## src/rtl/mips_pkg.sv

```systemverilog
// Shared MIPS constants: mul instruction encoding, register address width
// and the multiply sequencer state encoding.
package mips_pkg;

    localparam logic [5:0] OP_SPECIAL = 6'b000000;
    localparam logic [5:0] FUNCT_MUL  = 6'b011000;

    localparam int MIPS_REG_ADDR_W = 5;

    localparam logic [1:0] ST_IDLE = 2'd0;
    localparam logic [1:0] ST_RUN  = 2'd1;
    localparam logic [1:0] ST_DONE = 2'd2;

    function automatic logic is_mul(input logic [5:0] opcode, input logic [5:0] funct);
        return (opcode == OP_SPECIAL) && (funct == FUNCT_MUL);
    endfunction

endpackage

```

## src/rtl/mul_sequencer.sv

```systemverilog
// Iterative shift-add multiplier that stalls the pipeline while it runs and
// terminates early once the remaining multiplier bits are all zero.
module mul_sequencer
    import mips_pkg::*;
#(
    parameter int WIDTH      = 32,
    parameter int REG_ADDR_W = mips_pkg::MIPS_REG_ADDR_W
) (
    input  logic                  CLOCK,
    input  logic                  RESET,
    input  logic                  start,
    input  logic                  flush,
    input  logic [WIDTH-1:0]      rs_val,
    input  logic [WIDTH-1:0]      rt_val,
    input  logic [REG_ADDR_W-1:0] dest_reg,
    output logic                  stall,
    output logic                  done,
    output logic                  reg_write,
    output logic [WIDTH-1:0]      result,
    output logic [REG_ADDR_W-1:0] result_reg
);

    localparam int CNT_W = $clog2(WIDTH);
    localparam logic [CNT_W-1:0] CNT_LAST = CNT_W'(WIDTH - 1);

    logic [1:0]            r_state;
    logic [WIDTH-1:0]      r_mcand;
    logic [WIDTH-1:0]      r_mplier;
    logic [WIDTH-1:0]      r_acc;
    logic [CNT_W-1:0]      r_count;
    logic [REG_ADDR_W-1:0] r_dest;
    logic                  r_done;
    logic [WIDTH-1:0]      r_result;
    logic [REG_ADDR_W-1:0] r_result_reg;

    logic                  w_accept;
    logic                  w_rt_zero;
    logic [WIDTH-1:0]      w_addend;
    logic [WIDTH-1:0]      w_acc_next;
    logic                  w_run_last;

    assign w_accept   = start & ~flush;
    assign w_rt_zero  = (rt_val == {WIDTH{1'b0}});
    assign w_addend   = r_mplier[0] ? r_mcand : {WIDTH{1'b0}};
    assign w_acc_next = r_acc + w_addend;
    // Last iteration when no set bits remain above bit 0 of the multiplier.
    assign w_run_last = (r_mplier[WIDTH-1:1] == {(WIDTH-1){1'b0}}) || (r_count == CNT_LAST);

    // Stall request: pending accept in IDLE/DONE, or the engine is iterating.
    always_comb begin
        stall = 1'b0;
        if (r_state == ST_RUN) begin
            stall = 1'b1;
        end else if (w_accept && ((r_state == ST_IDLE) || (r_state == ST_DONE))) begin
            stall = 1'b1;
        end else begin
            stall = 1'b0;
        end
    end

    // Sequencer FSM and shift-add datapath.
    always_ff @(posedge CLOCK or posedge RESET) begin
        if (RESET) begin
            r_state      <= ST_IDLE;
            r_mcand      <= {WIDTH{1'b0}};
            r_mplier     <= {WIDTH{1'b0}};
            r_acc        <= {WIDTH{1'b0}};
            r_count      <= {CNT_W{1'b0}};
            r_dest       <= {REG_ADDR_W{1'b0}};
            r_done       <= 1'b0;
            r_result     <= {WIDTH{1'b0}};
            r_result_reg <= {REG_ADDR_W{1'b0}};
        end else begin
            r_done <= 1'b0;
            case (r_state)
                ST_IDLE, ST_DONE: begin
                    if (w_accept) begin
                        r_mcand  <= rs_val;
                        r_mplier <= rt_val;
                        r_acc    <= {WIDTH{1'b0}};
                        r_count  <= {CNT_W{1'b0}};
                        r_dest   <= dest_reg;
                        if (w_rt_zero) begin
                            r_state      <= ST_DONE;
                            r_done       <= 1'b1;
                            r_result     <= {WIDTH{1'b0}};
                            r_result_reg <= dest_reg;
                        end else begin
                            r_state <= ST_RUN;
                        end
                    end else begin
                        r_state <= ST_IDLE;
                    end
                end
                ST_RUN: begin
                    if (flush) begin
                        r_state <= ST_IDLE;
                    end else begin
                        r_acc    <= w_acc_next;
                        r_mcand  <= r_mcand << 1;
                        r_mplier <= r_mplier >> 1;
                        r_count  <= r_count + {{(CNT_W-1){1'b0}}, 1'b1};
                        if (w_run_last) begin
                            r_state      <= ST_DONE;
                            r_done       <= 1'b1;
                            r_result     <= w_acc_next;
                            r_result_reg <= r_dest;
                        end else begin
                            r_state <= ST_RUN;
                        end
                    end
                end
                default: begin
                    r_state <= ST_IDLE;
                end
            endcase
        end
    end

    assign done       = r_done;
    assign reg_write  = r_done;
    assign result     = r_result;
    assign result_reg = r_result_reg;

endmodule

```

## config.mk

```make
export PLATFORM = sky130hd
export DESIGN_NAME = mul_sequencer
export DESIGN_NICKNAME = d
export VERILOG_FILES = /design/src/rtl/mips_pkg.sv /design/src/rtl/mul_sequencer.sv
export SDC_FILE = /design/constraint.sdc
export NUM_CORES = 1
export LEC_CHECK = 0
export ABC_AREA = 1
export CAP_MARGIN = 5
export CORE_MARGIN = 5
export CORE_UTILIZATION = 38
export CTS_CLUSTER_SIZE = 20
export DETAILED_ROUTE_END_ITERATION = 7
export PLACE_DENSITY_LB_ADDON = 0.05
export SYNTH_ARGS = -nofsm -noshare
export SYNTH_HDL_FRONTEND = slang
export SYNTH_SLANG_ARGS = --single-unit
```

## constraint.sdc

```tcl
create_clock -name CLOCK -period 5.38 [get_ports CLOCK]
set_input_delay 1.614 -clock CLOCK [delete_from_list [all_inputs] [get_ports CLOCK]]
set_output_delay 1.614 -clock CLOCK [all_outputs]
set_load 0.01 [all_outputs]
```

== Word level (Yosys, flattened, before mapping) ==
Index checks and enable logic that the tools add are counted.
Word-level totals
  bits in latches: 0
  output and inout bits: 40
  ROM bits: 0
  register bits: 146
  input bits: 73
  memories kept: 0
  bits in writable memories: 0
  logic and storage cells: 66
Operators by class
  order comparisons: 0
  multiply operators: 0
  reduce and logical (&&, ||, !) cells: 11
  div/mod/pow operators: 0
  equal/unequal tests: 7
  bitwise gates (word level): 2
  multiplexer cells: 35
  shift-type cells: 0
  $add $sub $neg: 2
Operators with widths (count)
  32-bit 2-to-1 mux: 11
  32-bit case mux with 2 select lines: 4
  32-bit adder: 1
  32-bit logical NOT: 1
  31-bit logical NOT: 1
  5-bit 2-to-1 mux: 6
  5-bit case mux with 2 select lines: 2
  2-bit 2-to-1 mux: 4
  2-bit inequality test, second input constant: 4
  1-bit 2-to-1 mux: 6
  5-bit by 1-bit adder with 5-bit output, second input constant: 1
  5-bit == test, second input constant: 1
  5-bit AND reduction: 1
  2-bit case mux with 2 select lines: 1
  3-bit AND reduction: 1
  2-bit by 1-bit == test with 1-bit output, second input constant: 1
  2-bit == test, second input constant: 1
  2-bit logical NOT: 1
  1-bit logical OR: 2
  1-bit case mux with 2 select lines: 1
  2-bit AND reduction: 1
  2-bit nonzero test: 1
  2-bit OR reduction: 1
  1-bit AND: 1
  2 further kinds: 2

== Depth between registers and ports, before layout ==
  depth in word-level cells: 5
  depth in mapped cells: 18
  gate-level depth less buffers: 16

== Worst setup path before layout ==
OpenSTA, ideal clock, no wires.
  path kind: input port to output port
  start: input flush
  end: output stall
  setup slack: 1846 ps
  cell stages on the path: 3
  path buffers: 0
  arrival: 1920 ps
  path through: inv_2 nand3_2 nand2_1
Between the ends
  cells in the longest elaborated chain, start to end: 5
Ends and longest elaborated chain
  start, declared: RTL line mul_sequencer.sv:12  | input logic flush,
  1-bit NOT: RTL line mul_sequencer.sv:42  | assign w_accept = start & ~flush;
  1-bit AND: RTL line mul_sequencer.sv:42
  1-bit logical AND: RTL line mul_sequencer.sv:54  | end else if (w_accept && ((r_state == ST_IDLE) || (r_state == ST_DONE))) begin
  1-bit 2-to-1 mux: RTL line mul_sequencer.sv:54
  1-bit 2-to-1 mux: RTL line mul_sequencer.sv:52  | if (r_state == ST_RUN) begin
  end, declared: RTL line mul_sequencer.sv:16  | output logic stall,
Every way passes these cells.

== Worst setup path after layout ==
Same ends and word-level chain as after synthesis.

==> summary.md <==
| Metric | Value |
|---|---|
| Final Hold Fails | 0 |
| GP Congestion | approximately 0.89 |
| Max Cap Violations | 0 |
| Worst Max-Slew Pin Slew | 1.046 ns |
| Min-delay worst type | reg2reg |
| First-pass GRT wire length | 40.75 mm |
| Pre-antenna DRT Iters | 5 |
| Mapped Area | just over 9000 µm² |
| Worst-path clk slew | around 0.070 ns |
| Post-DP Area | around 11000 µm² |
| Final wirelength | 24.35 mm |
| Seq/Total Area, Yosys | approximately 39% |
| Leakage power | 5.773 nW |
| CTS H-Tree Depth | 4 |
| Status | complete, no violations |
| Area share of the largest cell type after synthesis | 39.40% |
| Root Driver | clkbuf_16 |
| Crit path max fanout | 8 |
| Most frequent cells in the layout | 471 x nand2_1, 229 x inv_1, 145 x dfrtp_1, 112 x clkdlybuf4s50_1, 90 x o21ai_0 |
| Layout Utilization | 46.18% |
| Worst VDD drop | 219.1 µV |
| Grt ovf | 0 |
| Synth Instances | 1331 |
| Min Tclk post-route | 4.638 ns |
| Worst Clk Skew | 0.01452 ns |
| Core footprint | 24110 µm² |
| Row count | 57 |
| Area of the multi-input gates | 4389 µm² |
| Synth Warn # | 0 |
| RSZ-0062 raised after global routing | no |
| Ports | 113 |
| DR DRC count | 0 |
| CTS Buffer Depth | 2 |
| Clk Latency, worst-skew pair | 0.44 ns |
| Final Cycle Share | between 80 and 90% |
| Final setup margin | about 0.74 ns |
| I/O Buffers | 112 |
| Top post-synthesis cells by area | dfrtp_1 39%, nand2_1 19%, inv_1 9.4% |
| Fmax | about 0.22 GHz |
| Post_cts resized | 0 |
| Vias in the first global route | 8103 |
| Share of layout cells above drive strength 1 | 5.455% |
| Area grow syn2layout | 20.87% |
| CP endpoint kind | output port |
| Syn_area_per_cell | 6.920 µm² |
| Die Wd | between 150 and 200 µm |
| Data arrival, critical path | between 3 and 4 ns |
| Initial core utilization | 38.21% |
| Routed Antenna Nets | 0 |
| Vert. Die Dim | 165.7 µm |
| Final slew viol count | 0 |
| Crit Path Category | in2out |
| PwrDens | 346.7 nW/µm² |
| Overall Global Routing Usage | 18.03% |
| Antenna violations before repair | 0 |
| Vias | 8363 |
| Clock sink count | 145 |
| DIE AREA | 27450 µm² |
| Post-synthesis register bit count | 145 |
| Post-synth EDFFs | 0 |
| CP startpoint kind | input port |
| Dpl ws | 0.7166 ns |
| Post-DP HPWL | 17.79 mm |
| FFs w/ async S/R, synth | 100.0% |
| Starting DRT DRC Count | about 350 |
| Slew headroom | 30.13% |
| Largest net degree at the start of global routing | 146 |
| Hold Buf Count CTS | 0 |
| Postcts setup bufs | 0 |
| Fin Setup TNS | 0 ns |
| Main flop type after synthesis | dfrtp_1 |
| Post-synth cell types | 40 |
| N_diodes | 0 |
| CTS buffer count | 17 |
| Final-layout fill cell count | 2608 |
| Post-Syn Nets | approximately 1.4k |
| Worst Path Required | approximately 3.8 ns |
| Final instance area | approximately 11000 µm² |
| Wire per inst | 13.88 µm |
| Max reg flops | 37 |
| Reg area | 3628 µm² |
| Final Net Count | 1524 |
| Commonest non-fill, non-tap cell in the layout | nand2_1 |
| Synth area leader | dfrtp_1 |
| CTS tree | done |
| Final setup vio count | 0 |
| DR vias/cell | ~4.8 |
## synth_stat cells, drive strengths merged, types with 2 or more instances
cell type and n:
a21oi 31, a22o 2, a31oi 3, and2 2, buf 23, clkbuf 29, dfrtp 145, ha 33
inv 238, nand2 475, nand3 45, nand4 24, nor2 88, nor3 4, o211ai 58, o21ai 120
o21bai 3
## worst paths after layout
path / startpoint / endpoint / slack (ns) / depth (start not counted)
max: flush / stall / 0.74 / 5
max reg2reg: r_mplier[0] / result[28] / 2.32 / 16
min reg2reg: result_reg[1] / result_reg[1] / 0.48 / 2
min in group asynchronous: RESET / r_mplier[26] / 1.70 / 3
min: result_reg[1] / result_reg[1] / 0.48 / 2
max in group asynchronous: RESET / r_acc[14] / 2.94 / 3
## layer usage
metal / part of all wire [%] / track usage (%) / vias to the layer above / routed length [µm]
met5: 0 / 0 / - / 0
li1: - / - / 4361 / -
met2: 51 / 32.32 / 116 / 12480
met3: 3.5 / 2.908 / 21 / 848
met4: 1.3 / 4.484 / 0 / 314
met1: 44 / 22.72 / 3865 / 10700
## through the flow
stage | power (mW) | cells | hold WS, ns
2_1_floorplan | 2.299 | 1331 | 0.4483
3_3_place_gp | 2.609 | 1722 | 0.4555
3_5_place_dp | 2.621 | 1722 | 0.4598
4_1_cts | 3.912 | 1754 | 0.4786
5_1_grt | 4.164 | 1754 | 0.4997
6_report | 3.860 | 1754 | 0.4763
## power by group
part	switching [mW]	internal [mW]	leakage, nW
Clock	0.551	0.723	0.306
Sequential	0.113	1.29	1.89
Combinational	0.766	0.415	3.58
Total	1.43	2.43	5.77
## layout make-up
cell class / count / share of cell area [%]
Clock inverter: 14 / 1.675
Inverter: 238 / 8.059
Clock buffer: 18 / 3.945
Multi-Input combinational cell: 896 / 39.43
Tap cell: 324 / 3.642
Sequential cell: 145 / 32.60
Timing Repair Buffer: 119 / 10.66
## worst max-delay path, cell delays in order
cell and delay (ns):
clkdlybuf4s50_1 0.51, inv_2 0.09, nand3_2 0.16, nand2_1 0.10
clkdlybuf4s50_1 0.54
## cell families after synthesis
logic type	Yosys count	synth area share (%)
AO/OA/AOI/OAI	220	14.50
XOR/XNOR	1	0.09511
adder cells (fa/ha/maj)	34	4.701
buffers and inverters	290	12.95
flip-flops	145	39.40
multiplexers	1	0.1087
AND/OR/NAND/NOR	640	28.26
Power figures use the tool's default switching activity.
==> RTL edit (same flow settings) <==
`WIDTH`: 32 -> 64.
--- a/src/rtl/mul_sequencer.sv
+++ b/src/rtl/mul_sequencer.sv
@@ -3,7 +3,7 @@
 module mul_sequencer
     import mips_pkg::*;
 #(
-    parameter int WIDTH      = 32,
+    parameter int WIDTH      = 64,
     parameter int REG_ADDR_W = mips_pkg::MIPS_REG_ADDR_W
 ) (
     input  logic                  CLOCK,
Interface: changed (resized result, rs_val and rt_val); port bits go from 113 to 209. The function was not compared with the original's and may differ.
==> RTL edit against the unedited design <==
  * Largest power group is now combinational cells
  * Count of clock-buffer cells in the layout increased by 34
  * Cell area increased by 98%
  * Worst setup slack improved by 0.17 ns
  * Critical path depth unchanged
  * Highest routed layer is now met5
  * Sequential share of layout area decreased by 1.4 points
  * Worst hold slack about the same
  * Total power increased by 120%
  * Via count increased by 110%
  * Wire length increased by 150%
  * Synthesized area increased by 98%
  * Sequential cell count increased by 129
==> RTL edit: results (changes against the unedited design) <==
The worst clock skew was 0.0214 ns (+0.00690 ns); the proportion of power drawn by combinational gates was 36.9% (+6.3 points). The clock network power share was 28.0% (-5.0 points); the arithmetic-cell share of the synthesized area counting full adders, half adders and majority gates was 4.49% (-0.21 points). The run gives 17.7k (+110%) as the via count. Counting instances in the post-synthesis netlist gives the leading cell types as sky130_fd_sc_hd__nand2_1, sky130_fd_sc_hd__inv_1, sky130_fd_sc_hd__dfrtp_1. Via count of the first global-routing pass: 17.1k (+110%). The number of flip-flops in the largest register came out at 69 (+86%). In the post-synthesis netlist, the biggest area contributors are sky130_fd_sc_hd__dfrtp_1, sky130_fd_sc_hd__nand2_1, sky130_fd_sc_hd__inv_1. The global-route usage over all layers is 22.8% (+4.8 points), and the worst path arrival time is 2.86 ns (-0.16 ns). The clock latency on the worst-skew pair is 0.56 ns (+0.12 ns).

The compound-cell area share of the yosys netlist is 14.2% (-0.28 points). The flow ran to the end, and the final reports show no timing, DRC or antenna violations. The clock transition at the registers of the reported paths is 0.05 ns (-0.02 ns).

The xor/xnor share of the synthesized area was 0.0959% (+0.00079 points). Routed signal wires occupy layers up through met5. The maximum vdd ir drop came out at 0.000211 V (-3.5%). The sum of met2 wire segment lengths after detailed routing is 25.3 mm (+100%), and the worst reg2reg path depth is 17 (+1). The run gives 0.905 ns (+0.189 ns) as the worst setup slack after placement.

The endpoint identified for the worst register-to-register timing path is result[46]. The path with the worst hold slack has its endpoint at result[58]. Internal reg-to-reg setup slack: 1.86 ns (-0.46 ns).

Clock network power consumption: 2.37 mW (+87%). The share of post-route cells with drive strength above 1 was 2.64% (-2.8 points); the fraction of power spent switching nets was 38.6% (+1.5 points). The routed length on met1 was 29.8 mm (+180%); the highest clock rate was 224 MHz (+3.7%). The number of antenna violations at the first check in global routing is 9 (+9), and the number of distinct library cell variants in the gate-level netlist after synthesis is 35 (-13%). The number of buffers added by the clock tree synthesis step is 35 (+18), and the count of buffers from port buffering is 208 (+86%).

The maximum fanout count along the critical path works out to 3 (-5). The logs give 2 (-2) for the total number of H-tree levels and 240 (+64%) for the pin count of the biggest net entering global routing. The net count after synthesis was 3018 (+110%); the number of buffers on the longest clock path was 3 (+1). The run gives 3.67 mm (+330%) as the routed length on met3. The first-pass GRT wire length came out at 95.6 mm (+130%).
## RTL edit: changes by cell type after synthesis, moves of 65 or more
cell and delta:
sky130_fd_sc_hd__nor2_1 +76, sky130_fd_sc_hd__nand2_1 +574, sky130_fd_sc_hd__o21ai_0 +114, sky130_fd_sc_hd__dfrtp_1 +129
sky130_fd_sc_hd__o211ai_1 +65, sky130_fd_sc_hd__inv_1 +312
## RTL edit: metal layers
metal | track usage, % | up-vias
met5 | 0 | -
met2 | 34.1 | 360
met4 | 5.64 | 12
met1 | 33.6 | 8090
met3 | 4.94 | 78
li1 | - | 9116
## RTL edit: layout make-up
| type | count | area, µm² |
|---|---|---|
| Fill cell | 5073 | 25600 |
| Clock buffer | 52 | 1010 |
| Sequential cell | 274 | 6860 |
| Antenna cell | 2 | 5.00 |
| Multi-Input combinational cell | 1887 | 8910 |
| Inverter | 553 | 2080 |
| Timing Repair Buffer | 221 | 2240 |
| Tap cell | 615 | 769 |
| Clock inverter | 8 | 134 |
